===== src/rtl/alu_op_sequencer_if.sv =====
// Command, ALU-control and result bundle between the op sequencer and its neighbours.
// master = sequencer side, slave = upstream/ALU/consumer side.
interface alu_op_sequencer_if #(
    parameter int WIDTH = 4,
    parameter int OPW   = 3
);
    logic             cmd_valid;
    logic             cmd_ready;
    logic [WIDTH-1:0] cmd_a;
    logic [WIDTH-1:0] cmd_b;
    logic [OPW-1:0]   cmd_op;
    logic             cmd_keep_a;

    logic [WIDTH-1:0] alu_din;
    logic             alu_ldA;
    logic             alu_ldB;
    logic [OPW-1:0]   alu_control;
    logic [WIDTH-1:0] alu_out;
    logic             alu_cout;
    logic             alu_zero;
    logic             alu_ovf;

    logic             res_valid;
    logic             res_ready;
    logic [WIDTH-1:0] res_data;
    logic             res_cout;
    logic             res_zero;
    logic             res_ovf;

    modport master (
        input  cmd_valid, cmd_a, cmd_b, cmd_op, cmd_keep_a,
        input  alu_out, alu_cout, alu_zero, alu_ovf, res_ready,
        output cmd_ready, alu_din, alu_ldA, alu_ldB, alu_control,
        output res_valid, res_data, res_cout, res_zero, res_ovf
    );

    modport slave (
        output cmd_valid, cmd_a, cmd_b, cmd_op, cmd_keep_a,
        output alu_out, alu_cout, alu_zero, alu_ovf, res_ready,
        input  cmd_ready, alu_din, alu_ldA, alu_ldB, alu_control,
        input  res_valid, res_data, res_cout, res_zero, res_ovf
    );
endinterface


===== src/rtl/alu_op_sequencer.sv =====
// Sequences one ALU op per command: load A (skippable), load B, exec, hold result until taken.
// Result 3 cycles after accept (2 with keep_a); no new command accepted until the result is consumed.
module alu_op_sequencer #(
    parameter int WIDTH = 4,
    parameter int OPW   = 3,
    parameter int CNT_W = 8
) (
    input  logic                 clk,
    input  logic                 rst,
    alu_op_sequencer_if.master   bus,
    output logic                 busy,
    output logic [CNT_W-1:0]     op_count
);

    typedef enum logic [2:0] {
        IDLE   = 3'd0,
        LOAD_A = 3'd1,
        LOAD_B = 3'd2,
        EXEC   = 3'd3,
        DONE   = 3'd4
    } state_t;

    state_t           state;
    logic [WIDTH-1:0] b_q;
    logic             a_loaded;

    always_ff @(posedge clk or posedge rst) begin
        if (rst) begin
            state           <= IDLE;
            b_q             <= '0;
            a_loaded        <= 1'b0;
            bus.cmd_ready   <= 1'b1;
            bus.alu_din     <= '0;
            bus.alu_ldA     <= 1'b0;
            bus.alu_ldB     <= 1'b0;
            bus.alu_control <= '0;
            bus.res_valid   <= 1'b0;
            bus.res_data    <= '0;
            bus.res_cout    <= 1'b0;
            bus.res_zero    <= 1'b0;
            bus.res_ovf     <= 1'b0;
            busy            <= 1'b0;
            op_count        <= '0;
        end else begin
            case (state)
                IDLE: begin
                    if (bus.cmd_valid) begin
                        b_q             <= bus.cmd_b;
                        bus.alu_control <= bus.cmd_op;
                        bus.cmd_ready   <= 1'b0;
                        busy            <= 1'b1;
                        // keep_a is only honoured once the ALU's A register holds a known value
                        if (bus.cmd_keep_a && a_loaded) begin
                            state       <= LOAD_B;
                            bus.alu_din <= bus.cmd_b;
                            bus.alu_ldB <= 1'b1;
                        end else begin
                            state       <= LOAD_A;
                            bus.alu_din <= bus.cmd_a;
                            bus.alu_ldA <= 1'b1;
                        end
                    end
                end
                LOAD_A: begin
                    state       <= LOAD_B;
                    a_loaded    <= 1'b1;
                    bus.alu_din <= b_q;
                    bus.alu_ldA <= 1'b0;
                    bus.alu_ldB <= 1'b1;
                end
                LOAD_B: begin
                    state       <= EXEC;
                    bus.alu_din <= '0;
                    bus.alu_ldB <= 1'b0;
                end
                EXEC: begin
                    state         <= DONE;
                    bus.res_valid <= 1'b1;
                    bus.res_data  <= bus.alu_out;
                    bus.res_cout  <= bus.alu_cout;
                    bus.res_zero  <= bus.alu_zero;
                    bus.res_ovf   <= bus.alu_ovf;
                    op_count      <= op_count + 1'b1;
                end
                DONE: begin
                    if (bus.res_ready) begin
                        state         <= IDLE;
                        bus.res_valid <= 1'b0;
                        bus.cmd_ready <= 1'b1;
                        busy          <= 1'b0;
                    end
                end
                default: begin
                    state         <= IDLE;
                    bus.alu_din   <= '0;
                    bus.alu_ldA   <= 1'b0;
                    bus.alu_ldB   <= 1'b0;
                    bus.res_valid <= 1'b0;
                    bus.cmd_ready <= 1'b1;
                    busy          <= 1'b0;
                end
            endcase
        end
    end

endmodule


===== src/flat_wrapper.sv =====
// flat-port wrapper written by rule: the top's interface ports become plain ports
module alu_op_sequencer_flat 
#(
    parameter int WIDTH = 4,
    parameter int OPW   = 3,
    parameter int CNT_W = 8
)
  (clk, rst, busy, op_count, bus_cmd_valid, bus_cmd_a, bus_cmd_b, bus_cmd_op, bus_cmd_keep_a, bus_alu_out, bus_alu_cout, bus_alu_zero, bus_alu_ovf, bus_res_ready, bus_cmd_ready, bus_alu_din, bus_alu_ldA, bus_alu_ldB, bus_alu_control, bus_res_valid, bus_res_data, bus_res_cout, bus_res_zero, bus_res_ovf);
  alu_op_sequencer_if #(.WIDTH(WIDTH), .OPW(OPW)) bus_i ();
  input  logic clk;
  input  logic rst;
  output logic busy;
  output logic [CNT_W-1:0] op_count;
  input wire logic [$bits(bus_i.cmd_valid)-1:0] bus_cmd_valid;
  input wire logic [$bits(bus_i.cmd_a)-1:0] bus_cmd_a;
  input wire logic [$bits(bus_i.cmd_b)-1:0] bus_cmd_b;
  input wire logic [$bits(bus_i.cmd_op)-1:0] bus_cmd_op;
  input wire logic [$bits(bus_i.cmd_keep_a)-1:0] bus_cmd_keep_a;
  input wire logic [$bits(bus_i.alu_out)-1:0] bus_alu_out;
  input wire logic [$bits(bus_i.alu_cout)-1:0] bus_alu_cout;
  input wire logic [$bits(bus_i.alu_zero)-1:0] bus_alu_zero;
  input wire logic [$bits(bus_i.alu_ovf)-1:0] bus_alu_ovf;
  input wire logic [$bits(bus_i.res_ready)-1:0] bus_res_ready;
  output wire logic [$bits(bus_i.cmd_ready)-1:0] bus_cmd_ready;
  output wire logic [$bits(bus_i.alu_din)-1:0] bus_alu_din;
  output wire logic [$bits(bus_i.alu_ldA)-1:0] bus_alu_ldA;
  output wire logic [$bits(bus_i.alu_ldB)-1:0] bus_alu_ldB;
  output wire logic [$bits(bus_i.alu_control)-1:0] bus_alu_control;
  output wire logic [$bits(bus_i.res_valid)-1:0] bus_res_valid;
  output wire logic [$bits(bus_i.res_data)-1:0] bus_res_data;
  output wire logic [$bits(bus_i.res_cout)-1:0] bus_res_cout;
  output wire logic [$bits(bus_i.res_zero)-1:0] bus_res_zero;
  output wire logic [$bits(bus_i.res_ovf)-1:0] bus_res_ovf;
  assign bus_i.cmd_valid = bus_cmd_valid;
  assign bus_i.cmd_a = bus_cmd_a;
  assign bus_i.cmd_b = bus_cmd_b;
  assign bus_i.cmd_op = bus_cmd_op;
  assign bus_i.cmd_keep_a = bus_cmd_keep_a;
  assign bus_i.alu_out = bus_alu_out;
  assign bus_i.alu_cout = bus_alu_cout;
  assign bus_i.alu_zero = bus_alu_zero;
  assign bus_i.alu_ovf = bus_alu_ovf;
  assign bus_i.res_ready = bus_res_ready;
  assign bus_cmd_ready = bus_i.cmd_ready;
  assign bus_alu_din = bus_i.alu_din;
  assign bus_alu_ldA = bus_i.alu_ldA;
  assign bus_alu_ldB = bus_i.alu_ldB;
  assign bus_alu_control = bus_i.alu_control;
  assign bus_res_valid = bus_i.res_valid;
  assign bus_res_data = bus_i.res_data;
  assign bus_res_cout = bus_i.res_cout;
  assign bus_res_zero = bus_i.res_zero;
  assign bus_res_ovf = bus_i.res_ovf;
  alu_op_sequencer #(.WIDTH(WIDTH), .OPW(OPW), .CNT_W(CNT_W)) u_core (.clk(clk), .rst(rst), .bus(bus_i), .busy(busy), .op_count(op_count));
endmodule

===== config.mk =====
export PLATFORM = sky130hd
export DESIGN_NAME = alu_op_sequencer_flat
export DESIGN_NICKNAME = d
export VERILOG_FILES = /design/src/rtl/alu_op_sequencer_if.sv /design/src/rtl/alu_op_sequencer.sv /design/src/flat_wrapper.sv
export SDC_FILE = /design/constraint.sdc
export NUM_CORES = 1
export LEC_CHECK = 0
export ABC_AREA = 1
export CELL_PAD_IN_SITES_DETAIL_PLACEMENT = 1
export CELL_PAD_IN_SITES_GLOBAL_PLACEMENT = 1
export CORE_ASPECT_RATIO = 1.5
export CORE_MARGIN = 2
export CORE_UTILIZATION = 37
export CTS_BUF_LIST = sky130_fd_sc_hd__clkbuf_2
export CTS_CLUSTER_DIAMETER = 150
export DETAILED_ROUTE_END_ITERATION = 10
export HOLD_SLACK_MARGIN = 0.1
export PLACE_DENSITY_LB_ADDON = 0.05
export SLEW_MARGIN = 0
export SYNTH_ARGS = -nofsm -noshare
export SYNTH_HDL_FRONTEND = slang
export SYNTH_SLANG_ARGS = --single-unit

===== constraint.sdc =====
create_clock -name clk -period 1.95 [get_ports clk]
set_input_delay 0.2925 -clock clk [delete_from_list [all_inputs] [get_ports clk]]
set_output_delay 0.2925 -clock clk [all_outputs]
set_load 0.02 [all_outputs]

== Yosys cells after proc, flatten, opt, wreduce, memory -nomap -nowiden ==
Index checks and enable logic that the tools add are counted.

* Input bits: 23
* Bits in registers: 35

* Reductions and logical operators: 13
* Equality and inequality tests: 8
* Mux-type cells: 20
* Add/subtract/negate cells: 1
* Bitwise operators: 4

{| class="wikitable"
|+ Operators with widths
! kind !! number
|-
| case mux 3 bit (5 select lines) || 1
|-
| case mux 1 bit (3 select lines) || 4
|-
| case mux 4 bit (3 select lines) || 1
|-
| AND reduction 3 bit || 3
|-
| OR reduction 3 bit || 3
|-
| adder 8 x 1 -> 8 bit (second input constant) || 1
|-
| 2-to-1 mux 1 bit || 8
|-
| 2-to-1 mux 4 bit || 2
|-
| AND reduction 2 bit || 4
|-
| == test 3 x 2 -> 1 bit (second input constant) || 2
|-
| 2-to-1 mux 3 bit || 2
|-
| != test 2 bit (second input constant) || 3
|-
| inverter 1 bit || 4
|-
| == test 3 x 1 -> 1 bit (second input constant) || 1
|-
| == test 3 bit (second input constant) || 1
|-
| logical NOT 3 bit || 1
|-
| 2-to-1 mux 2 bit || 1
|-
| != test 2 x 1 -> 1 bit (second input constant) || 1
|-
| case mux 1 bit (2 select lines) || 1
|-
| OR reduction 2 bit || 1
|-
| logical AND 1 bit || 1
|}

== Longest topological paths before layout ==
* Word-level depth: 4
* Depth in mapped cells: 8
* Depth with buffers taken out: 8

== Worst setup path before layout ==
Ideal clock, no wire load.

* Kind: reg2reg
* Start: register u_core.op_count[0]
* End: register u_core.op_count[4]
* Data arrival time: 1.053 ns
* Path slack: 0.767 ns
* Setup time: 0.130 ns
* Stages on the path, launching flop included: 6
* Data required time: 1.820 ns
* Cell sequence: dfrtp_1 > ha_1 > inv_1 > nor2_2 > nand2_1 > xnor2_1

* Word-level cells in the longest chain between the ends: 1

{| class="wikitable"
|+ Ends and longest elaborated chain
! element !! RTL line !! source
|-
| start: declaration || alu_op_sequencer.sv:12 || <nowiki>output logic [CNT_W-1:0] op_count</nowiki>
|-
| start signal: assignment || alu_op_sequencer.sv:83 || <nowiki>op_count <= op_count + 1'b1;</nowiki>
|-
| adder 8 x 1 -> 8 bit || alu_op_sequencer.sv:83 ||
|}

Every way passes these cells.
A chain may end at the register's enable or synchronous reset.

== Final worst setup path ==
* Start: register u_core.bus.cmd_ready
* End: output port bus_cmd_ready

{| class="wikitable"
|+ RTL lines
! element !! RTL line !! source
|-
| start: declaration || alu_op_sequencer_if.sv:33 || <nowiki>output cmd_ready, alu_din, alu_ldA, alu_ldB, alu_control,</nowiki>
|-
| start signal: assignment || alu_op_sequencer.sv:32 || <nowiki>bus.cmd_ready <= 1'b1;</nowiki>
|-
| start signal: assignment || alu_op_sequencer.sv:50 || <nowiki>bus.cmd_ready <= 1'b0;</nowiki>
|-
| start signal: assignment || alu_op_sequencer.sv:89 || <nowiki>bus.cmd_ready <= 1'b1;</nowiki>
|-
| end: declaration || flat_wrapper.sv:24 || <nowiki>output wire logic [$bits(bus_i.cmd_ready)-1:0] bus_cmd_ready;</nowiki>
|}

No word-level cell between the ends.

==> results.toml <==
[outcome]
status = "finished, final reports clean"

[drt]
postRouteAntennaNets = 0
first_iter_violations = 37
post_drt_wl_per_cell_um = 14.0
route.detailed.drc = 0
wl_um = 4160
avgViaCountPerCell = 4.85
num_vias = 1437
drt-pass1-iter-count = 4

[cts]
cts_tree = "done"
htree_levels = 2
clk_path_buf_depth = 2
cts.sinks = 35
path_clk_slew_ns = 0.19
cts_resized = 0
clk_latency_ns = 0.39
cts_hold_buf = 0
clockRootBuffer = "clkbuf_2"
cts_made_buffers = 5
postCtsSetupBuffers = 0

[finish]
layout-drive-gt1-share_pct = 9.60
layout_common_cells = "nand2_1 (92), clkdlybuf4s50_1 (49), dfrtp_1 (34)"
post-route-util_pct = 51.8
final_common_cell = "nand2_1"
multi_input_area_sq_um = 657
fin_cells = 296
seq_area_sq_um = 877
nets = 273
area_growth_pct = 34.9
fillerInstances = 533
num_antenna_cells = 0

[synthesis]
yosysUniqueCellTypes = 27
syn_avg_cell_area_sq_um = 8.35
ys_ff_latch = 35
postSynthCellCount = 195
ys_seq_area_share_pct = 53.8
syn-cell-area_sq_um = 1630
yosys_warnings = 0
syn_nets = 219

[power_and_ir_drop]
power_mw = 3.32
power_leakage_nw = 1.12
power.share.clock_pct = 9.9
vdd_ir_drop_max_mv = 1.05
switching_share_pct = 44.8
seqPwrFrac_pct = 37.6
combPwrFrac_pct = 52.5
p_int_mw = 1.83
pwr_density_cell_nw_per_um2 = 1510
switchingPower_mw = 1.49

[worst_setup_path]
cp-end-kind = "output port"
path_cells = "clkdlybuf4s50_1"
cp_num_buf_inv = 1
path_class = "flip-flop to output port"
slowest_stage = "clkdlybuf4s50_1"
startpoint_type = "flip-flop"
cp_data_arrival_time_ns = 1.54
slowest_delay_ns = 0.60
cp_data_required_time_ns = 1.66
crit_family = "buffers and inverters"
critPathMaxFanout = 2

[placed_design]
place_hpwl_um = 3160
gp_congestion = 0.746
placedCellCount = 288
io_buffer_count = 49

[grt]
grt_pass1_vias = 1648
grt_pass1_wl_um = 7370
grt_max_degree = 36
grt_overflow_total = 0
grt_usage_pct = 19.5
antenna_found_initial = 0

[floorplanning]
io_pins = 50
row_count = 29
die_height_um = 85.3
die_x_um = 58.2
initial_core_util_pct = 38.4
coreArea_sq_um = 4250
fp.dieArea_sq_um = 4960

[sta]
hold-worst-slack_ns = 0.279
setup_viol = 0
finClkSkew_ns = 0.0227
max_freq_ghz = 0.545
maxSlewHeadroom_pct = 70.1
min_period_ns = 1.84
grt_setup_unrepaired = "false"
max_slew.worst_pin.slew_ns = 0.449
layout_worst_path_cycle_share_pct = 94.2
finalSetupTns_ns = 0
hold_viol_final = 0
drv_slew = 0

[min_path]
hold_path_class = "primary input to async pin"

[flow_run]
max_cap_violations = 0
-- sequential cells by signal, indices dropped and copies added (netlist names) --
signal	flops
u_core.bus.cmd_ready	1
u_core.bus.res_zero	1
u_core.bus.res_data	4
u_core.b_q	4
u_core.bus.alu_ldB	1
u_core.bus.alu_ldA	1
u_core.state	3
u_core.bus.res_cout	1
u_core.bus.res_ovf	1
u_core.op_count	8
u_core.busy	1
u_core.a_loaded	1
u_core.bus.alu_control	3
u_core.bus.alu_din	4
u_core.bus.res_valid	1
-- layout make-up --
class                           count  share of cell area, %
Inverter                           19                   3.24
Multi-Input combinational cell    138                   29.9
Tap cell                           46                   2.62
Clock inverter                      2                  0.341
Sequential cell                    35                   39.9
Timing Repair Buffer               50                   22.7
Clock buffer                        6                   1.37
-- per-stage QoR --
stage	area, sq um	setup WS, ns
4_1_cts	2200	0.0702
2_1_floorplan	1630	0.767
3_5_place_dp	2160	0.364
3_3_place_gp	2160	0.420
5_1_grt	2200	0.0395
6_report	2200	0.114
-- tightest hold or removal path, cell delays in order --
cell	delay, ns
clkdlybuf4s50_1	0.40
inv_1	0.05
buf_4	0.38
-- routing by layer --
metal	track usage, %	vias up	part of all wire [%]
met1	20.1	695	38
met4	6.98	0	1.7
met3	4.57	6	3.7
met5	0	-	0
met2	37.0	32	56
li1	-	704	-
-- cells in the mapped netlist --
master    instances  share of area (%)
inv_1            15                3.5
dfstp_2           1                1.6
inv_2             4               0.92
nor2_4            1               0.69
nor2_2            3                1.2
xnor2_1           3                1.6
buf_6             1               0.69
or2_2             1               0.38
buf_2             1               0.31
o21ai_0           5                1.5
nand3_1          10                3.1
nor2_8            1                1.2
ha_1              1               0.77
o21ai_1           5                1.5
xor2_1            2                1.1
nand4_1           1               0.38
buf_4             1               0.46
nand3_4           1                1.1
nand2_4           1               0.69
o21a_1            1               0.46
nand3b_1          1               0.46
nand2_2           3                1.2
nor2_1            4               0.92
nand2_1          92                 21
dfrtp_1          34                 52
nor3_2            1               0.61
a21oi_1           1               0.31
-- power groups by stage --
| stage | logic, mW | clock network, mW | registers [mW] |
|---|---|---|---|
| global placement | 1.70 | 0 | 1.25 |
| floorplan | 0.835 | 0 | 1.50 |
| global route | 1.94 | 0.380 | 1.29 |
| finish | 1.74 | 0.328 | 1.25 |
| detailed placement | 1.78 | 0 | 1.26 |
| CTS | 1.78 | 0.352 | 1.25 |
-- cells by family (layout without fill, tap and decap cells) --
| kind of cell | count (synthesis) | count (layout) | synth area share, % |
|---|---|---|---|
| AND/OR/NAND/NOR | 120 | 120 | 33.0 |
| flip-flops | 35 | 35 | 53.8 |
| buffers and inverters | 22 | 77 | 5.84 |
| AO/OA/AOI/OAI | 12 | 12 | 3.84 |
| XOR/XNOR | 5 | 5 | 2.69 |
| adder cells (fa/ha/maj) | 1 | 1 | 0.768 |
-- path summary, 6_finish.rpt --
check                                startpoint                         to  slack [ns]  cells past startpoint
setup / recovery           u_core.bus.cmd_ready              bus_cmd_ready        0.11                      1
hold / removal                              rst      u_core.bus.alu_din[0]        0.28                      3
setup reg to reg                u_core.state[2]  u_core.bus.alu_control[0]        0.36                      6
hold reg to reg            u_core.bus.cmd_ready       u_core.bus.cmd_ready        0.48                      2
max in group asynchronous                   rst       u_core.bus.cmd_ready        1.32                      3
min in group clk                   bus_alu_zero        u_core.bus.res_zero        0.42                      3
Power figures use the tool's default switching activity.
